## src/rtl/instruction_fetch.sv

```systemverilog
// Fetch stage: owns the PC, presents it to the combinational instruction
// memory and registers the returned word into the IF/ID pipeline register.
// Handles stall, redirect with wrong-path squash and a sticky fault on a
// misaligned redirect target.
module instruction_fetch #(
    parameter logic [31:0] RESET_PC = 32'h0000_0000,
    parameter logic [31:0] NOP_INST = 32'h0000_0013
) (
    input  logic        i_clk,
    input  logic        i_reset,
    input  logic        i_stall,
    input  logic        i_redirect_valid,
    input  logic [31:0] i_redirect_pc,
    output logic [31:0] o_imem_addr,
    input  logic [31:0] i_imem_inst,
    output logic [31:0] o_ifid_inst,
    output logic [31:0] o_ifid_pc,
    output logic [31:0] o_ifid_pc4,
    output logic        o_ifid_valid,
    output logic        o_fault,
    output logic [31:0] o_fault_pc,
    output logic [31:0] o_fetch_count
);

    typedef enum logic [1:0] {
        BOOT  = 2'd0,
        RUN   = 2'd1,
        FAULT = 2'd2
    } state_t;

    state_t      r_state;
    state_t      w_state_nxt;

    logic [31:0] r_pc;
    logic [31:0] r_ifid_inst;
    logic [31:0] r_ifid_pc;
    logic [31:0] r_ifid_pc4;
    logic        r_ifid_valid;
    logic        r_fault;
    logic [31:0] r_fault_pc;
    logic [31:0] r_fetch_count;

    logic [31:0] w_pc_nxt;
    logic [31:0] w_ifid_inst_nxt;
    logic [31:0] w_ifid_pc_nxt;
    logic [31:0] w_ifid_pc4_nxt;
    logic        w_ifid_valid_nxt;
    logic        w_fault_nxt;
    logic [31:0] w_fault_pc_nxt;
    logic [31:0] w_fetch_count_nxt;
    logic [31:0] w_pc_plus4;
    logic        w_misaligned;

    assign w_pc_plus4   = r_pc + 32'd4;
    assign w_misaligned = (i_redirect_pc[1:0] != 2'b00);

    // FSM state register; reset always returns to BOOT.
    always_ff @(posedge i_clk or posedge i_reset) begin
        if (i_reset) begin
            r_state <= BOOT;
        end else begin
            r_state <= w_state_nxt;
        end
    end

    // Next-state and datapath-next logic; everything holds unless a branch below changes it.
    always_comb begin
        w_state_nxt       = r_state;
        w_pc_nxt          = r_pc;
        w_ifid_inst_nxt   = r_ifid_inst;
        w_ifid_pc_nxt     = r_ifid_pc;
        w_ifid_pc4_nxt    = r_ifid_pc4;
        w_ifid_valid_nxt  = r_ifid_valid;
        w_fault_nxt       = r_fault;
        w_fault_pc_nxt    = r_fault_pc;
        w_fetch_count_nxt = r_fetch_count;

        case (r_state)
            BOOT: begin
                // No older instruction exists yet, so redirect and stall are ignored here.
                w_state_nxt      = RUN;
                w_ifid_inst_nxt  = NOP_INST;
                w_ifid_valid_nxt = 1'b0;
            end
            RUN: begin
                if (i_redirect_valid && w_misaligned) begin
                    w_state_nxt      = FAULT;
                    w_fault_nxt      = 1'b1;
                    w_fault_pc_nxt   = i_redirect_pc;
                    w_ifid_inst_nxt  = NOP_INST;
                    w_ifid_valid_nxt = 1'b0;
                end else if (i_redirect_valid) begin
                    // Redirect beats stall: the branch is older than the stalled instruction.
                    w_pc_nxt         = i_redirect_pc;
                    w_ifid_inst_nxt  = NOP_INST;
                    w_ifid_valid_nxt = 1'b0;
                end else if (i_stall) begin
                    w_pc_nxt = r_pc;
                end else begin
                    w_pc_nxt          = w_pc_plus4;
                    w_ifid_inst_nxt   = i_imem_inst;
                    w_ifid_pc_nxt     = r_pc;
                    w_ifid_pc4_nxt    = w_pc_plus4;
                    w_ifid_valid_nxt  = 1'b1;
                    w_fetch_count_nxt = r_fetch_count + 32'd1;
                end
            end
            FAULT: begin
                w_ifid_inst_nxt  = NOP_INST;
                w_ifid_valid_nxt = 1'b0;
            end
            default: begin
                w_state_nxt      = BOOT;
                w_ifid_inst_nxt  = NOP_INST;
                w_ifid_valid_nxt = 1'b0;
            end
        endcase
    end

    // PC, IF/ID register, fault capture and fetch counter.
    always_ff @(posedge i_clk or posedge i_reset) begin
        if (i_reset) begin
            r_pc          <= RESET_PC;
            r_ifid_inst   <= NOP_INST;
            r_ifid_pc     <= 32'd0;
            r_ifid_pc4    <= 32'd0;
            r_ifid_valid  <= 1'b0;
            r_fault       <= 1'b0;
            r_fault_pc    <= 32'd0;
            r_fetch_count <= 32'd0;
        end else begin
            r_pc          <= w_pc_nxt;
            r_ifid_inst   <= w_ifid_inst_nxt;
            r_ifid_pc     <= w_ifid_pc_nxt;
            r_ifid_pc4    <= w_ifid_pc4_nxt;
            r_ifid_valid  <= w_ifid_valid_nxt;
            r_fault       <= w_fault_nxt;
            r_fault_pc    <= w_fault_pc_nxt;
            r_fetch_count <= w_fetch_count_nxt;
        end
    end

    assign o_imem_addr   = r_pc;
    assign o_ifid_inst   = r_ifid_inst;
    assign o_ifid_pc     = r_ifid_pc;
    assign o_ifid_pc4    = r_ifid_pc4;
    assign o_ifid_valid  = r_ifid_valid;
    assign o_fault       = r_fault;
    assign o_fault_pc    = r_fault_pc;
    assign o_fetch_count = r_fetch_count;

endmodule

```

## config.mk

```make
export PLATFORM = sky130hd
export DESIGN_NAME = instruction_fetch
export DESIGN_NICKNAME = d
export VERILOG_FILES = /design/src/rtl/instruction_fetch.sv
export SDC_FILE = /design/constraint.sdc
export NUM_CORES = 1
export LEC_CHECK = 0
export ABC_AREA = 1
export BUFFER_PORTS_ARGS = -buffer_cell sky130_fd_sc_hd__buf_2
export CAP_MARGIN = 10
export CORE_UTILIZATION = 52
export DETAILED_ROUTE_END_ITERATION = 8
export GPL_TIMING_DRIVEN = 0
export PLACE_DENSITY = 0.8
export SYNTH_ARGS = -nofsm -noshare
export SYNTH_HDL_FRONTEND = slang
export SYNTH_SLANG_ARGS = --single-unit
```

## constraint.sdc

```tcl
create_clock -name i_clk -period 7.45 [get_ports i_clk]
set_input_delay 1.49 -clock i_clk [delete_from_list [all_inputs] [get_ports i_clk]]
set_output_delay 1.49 -clock i_clk [all_outputs]
set_load 0.02 [all_outputs]
```

* After elaboration in Yosys (flattened, before gate mapping)
Cells that the tools add are included.
Cells by class: add/sub/neg operators 2, eq/ne operators 5, mux-type cells 12, bitwise gates (word level) 4, reductions and logical operators 7
Operators with widths (number):
- 2-to-1 mux 32 bit | 6
- adder 32 x 1 -> 32 bit, second input constant | 1
- adder 32 x 3 -> 32 bit, second input constant | 1
- one-hot mux 2 bit (3 select lines) | 1
- 2-to-1 mux 1 bit | 4
- != test 4 bit, second input constant | 1
- NOT 1 bit | 4
- AND reduction 2 bit | 2
- AND reduction 4 bit | 1
- AND reduction 3 bit | 1
- equality test 2 x 1 -> 1 bit, second input constant | 1
- equality test 2 bit, second input constant | 1
- logical NOT 2 bit | 1
- 2-to-1 mux 2 bit | 1
- != test 2 x 1 -> 1 bit, second input constant | 1
- != test 2 bit, second input constant | 1
- nonzero test 2 bit | 1
- logical AND 1 bit | 1
Word-level totals: output and inout port bits 194, register bits after elaboration 196

* Depth between registers and ports, before layout
word-level depth 4, depth in mapped cells 10

* Worst setup path after synthesis
No wires, ideal clock.
path type input-to-reg, from in i_redirect_valid, to reg r_fetch_count[24], in the netlist o_fetch_count[24], arrival time 2.429 ns, library setup time 0.117 ns, setup slack 4.903 ns, stages on the path 10, cell sequence buf_4 > inv_2 > nand2_2 > nand3_4 > nor2_4 > nand3_1 > clkinv_1 > nand2_1 > nand2_1 > nand2_1
On the way: word-level cells in the longest chain between the ends 3
RTL lines:
- start: declaration | RTL line 12 | input logic i_redirect_valid,
- logical AND 1 bit | RTL line 86 | if (i_redirect_valid && w_misaligned) begin
- NOT 1 bit (no source line)
- AND reduction 4 bit (no source line) (*)
- end signal: assignment | RTL line 139 | r_fetch_count <= w_fetch_count_nxt;
- end: declaration | RTL line 41 | logic [31:0] r_fetch_count;
Mark *: on every way between the ends. The rest lies on a longest branch, timed or not. A chain may end at the register's enable or synchronous reset.

* Final worst setup path
from reg r_fetch_count[13], in the netlist o_fetch_count[13], to out o_fetch_count[13]
RTL lines:
- end: declaration | RTL line 22 | output logic [31:0] o_fetch_count
No word-level cell between the ends.

==> results.md <==
* Status: completed
* CP Class: register to output port
* Global-route wire length before repair at 39,800 um
* CP peak stage delay at 490 ps
* Initial antenna violation count at 0
* Placed instance area at 10,400 um2
* Number of global-route vias before repair at 7,572
* Slew HR at 53.1%
* Total track usage at 29.8%
* Boundary pin count at 262
* Share of cells above drive strength 1 at 25.5%
* Number of setup buffers added after CTS at 0
* CP delay by family, top: flip-flops
* Most common cell after layout, fill and taps aside: nand2_1
* Cell area after layout at 10,900 um2
* Crit-path max FO at 7
* Endpoints failing hold at 0
* Initial core utilization at 53.0%
* Die Y-Extent at 132 um
* Total number of vias at 8,103
* Post-route clock period utilization at 35.3%
* Pre-antenna DRT Iters at 8
* # rows at 47
* Cells on Worst Hold Path at 1
* NumNets Final at 1,386
* Placeable Area at 16,500 um2
* Vias/cell at 5.24
* Hold worst-path end: r_state[0]$_DFFE_PP0P_
* Synthesis-to-layout area growth at 25.0%
* Largest net degree at the start of global routing at 101
* Post-route setup TNS at 0 ps
* Cts bufs inserted at 17
* Reg2reg setup slack at 5510 ps
* Total congestion overflow at 0
* Clock sinks at 194
* CTS H-Tree Depth at 4
* CP max stage cell: dfrtp_1
* Routing usage on met2 at 47.4%
* Number of port buffers at 260
* Die area at 17,400 um2
* Syn nets at 1,106
* Design Power at 4.29 mW
* Max_cap viols at 0
* Mapped cell area at 8750 um2
* Post-synthesis sequential area ratio at 55.5%
* Cells after synthesis at 1,036
* Diode count at 0
* Power per Cell Area at 392 nW/um2
* Gpl congestion at 0.919
* RSZ-0062 raised after global routing: false
* Final hold slack at 455 ps
* Worst r2r src: o_imem_addr[2]$_DFFE_PP0P_
* Synth Area per Inst at 8.45 um2
* Most frequent cells in the layout: 357 x nand2_1, 277 x buf_2, 191 x dfrtp_1
* DRC at 0
* Crit. End Element: output port
* Max Clock Freq at 381 MHz
* Core Util, Final at 66.2%
* Later-pin clock latency in the skew report at 430 ps
* Data required, critical path at 5960 ps
* Root Buffer: clkbuf_16
* Synth unique cells at 36
* Minimum clock period after layout at 2630 ps
* Busiest layer in global routing: met2
* Ys Warns at 0
* Worst-Margin Slew at 704 ps
* R2R Path End: o_imem_addr[26]$_DFFE_PP0P_
* Slew Limit Fails at 0
* Hold WC Path Type: register to register
* M3 GR Usage at 6.71%
* Synthesized flop and latch total at 194
* CP cell instances: buf_2
* P_leak at 5.90 nW
* Resized cells post-CTS at 0
* DRT iter0 DRCs at 494
* Avg WL per Cell at 16.5 um
* WL final at 25,400 um
* Die Wd at 132 um
* Skew final at 8.30 ps
* Clock transition time at the flip-flop clock pins of the worst setup and hold paths at 70 ps
* Worst r2r path cells at 10
* CTS tree: done
* Crit path launch type: register
* Half-perimeter wire length after placement at 19,000 um
* VDD IR-drop max at 0.239 mV
* Setup Viol. Count Final at 0
* Post-CTS Hold Fix Bufs at 0
* DRT antenna net count at 0
* Clock Path Buffers at 2
* Buffers and inverters on the worst path at 1
* HP Start: r_state[1]$_DFFE_PP0P_
* Met1 GRT Util at 39.1%
* CP arrival at 1140 ps
per-stage QoR:
step	instances	setup WS (ps)
2_1_floorplan	1036	681
3_3_place_gp	1516	-1380
4_1_cts	1546	4820
6_report	1546	4820
5_1_grt	1546	4800
3_5_place_dp	1517	4500
where the power goes:
group          switching [mW]  internal (mW)  leakage (nW)
Combinational            1.19          0.526          3.15
Clock                   0.386          0.517         0.277
Sequential              0.268           1.40          2.48
Total                    1.85           2.44          5.90
registers in the layout (all words and copies together), names as in the netlist:
register,flops
o_ifid_valid,1
o_imem_addr,32
o_fault,1
o_fault_pc,32
o_ifid_inst,32
o_fetch_count,32
o_ifid_pc4,30
r_state,2
o_ifid_pc,32
Yosys cell counts, drive strengths merged:
cell | instances | area (um2)
nand2 | 361 | 1370
dfrtp | 191 | 4780
inv | 91 | 342
nor2 | 87 | 364
o21ai | 87 | 435
nand3 | 51 | 273
buf | 31 | 168
a21oi | 29 | 145
a22o | 29 | 254
xor2 | 14 | 123
clkbuf | 12 | 45.0
xnor2 | 12 | 105
a31oi | 11 | 68.8
nand3b | 6 | 45.0
nand4 | 4 | 25.0
nor3 | 4 | 31.3
dfstp | 3 | 78.8
o22a | 3 | 26.3
ha | 2 | 25.0
o22ai | 2 | 12.5
a32o | 1 | 10.0
and2 | 1 | 6.26
clkinv | 1 | 3.75
nor4 | 1 | 6.26
o211ai | 1 | 7.51
or2 | 1 | 6.26
layout make-up:
cell class	count	area (um2)
fillers	1397	5590
plain buffers	43	213
inverters	92	353
clock inverters	8	106
well taps	220	275
clock buffers	21	470
repair buffers	261	1330
multi-input cells	707	3330
flip-flops and latches	194	4860
layer usage:
metal / share of wire [%] / wire, um
met3: 7.0 / 1790
met2: 47 / 12000
met1: 42 / 10800
met4: 3.6 / 907
met5: 0 / 0
how the worst max path moves through the flow:
stage,to,from,slack (ps),cells after the start
6_report,o_fetch_count[13],o_fetch_count[13]$_DFFE_PP0P_,4820,1
5_1_grt,o_fetch_count[13],o_fetch_count[13]$_DFFE_PP0P_,4800,1
4_1_cts,o_imem_addr[7],o_imem_addr[7]$_DFFE_PP0P_,4820,1
3_5_place_dp,o_imem_addr[26]$_DFFE_PP0P_,i_redirect_valid,4500,7
3_3_place_gp,o_fault_pc[22]$_DFFE_PP0P_,i_reset,-1380,2
2_1_floorplan,o_fault$_DFFE_PP0P_,i_reset,680,1
logic make-up (layout without fill, tap and decap cells):
group,after synthesis,after routing,synth area share [%]
AOI/OAI and AO/OA,163,163,11.0
and+or+nand+nor,516,516,24.2
buffers and inverters,135,425,6.38
adders and majority gates,2,2,0.286
xor gates and xnor gates,26,26,2.60
DFF,194,194,55.5
Note: power is estimated with default switching activity, not from simulation.
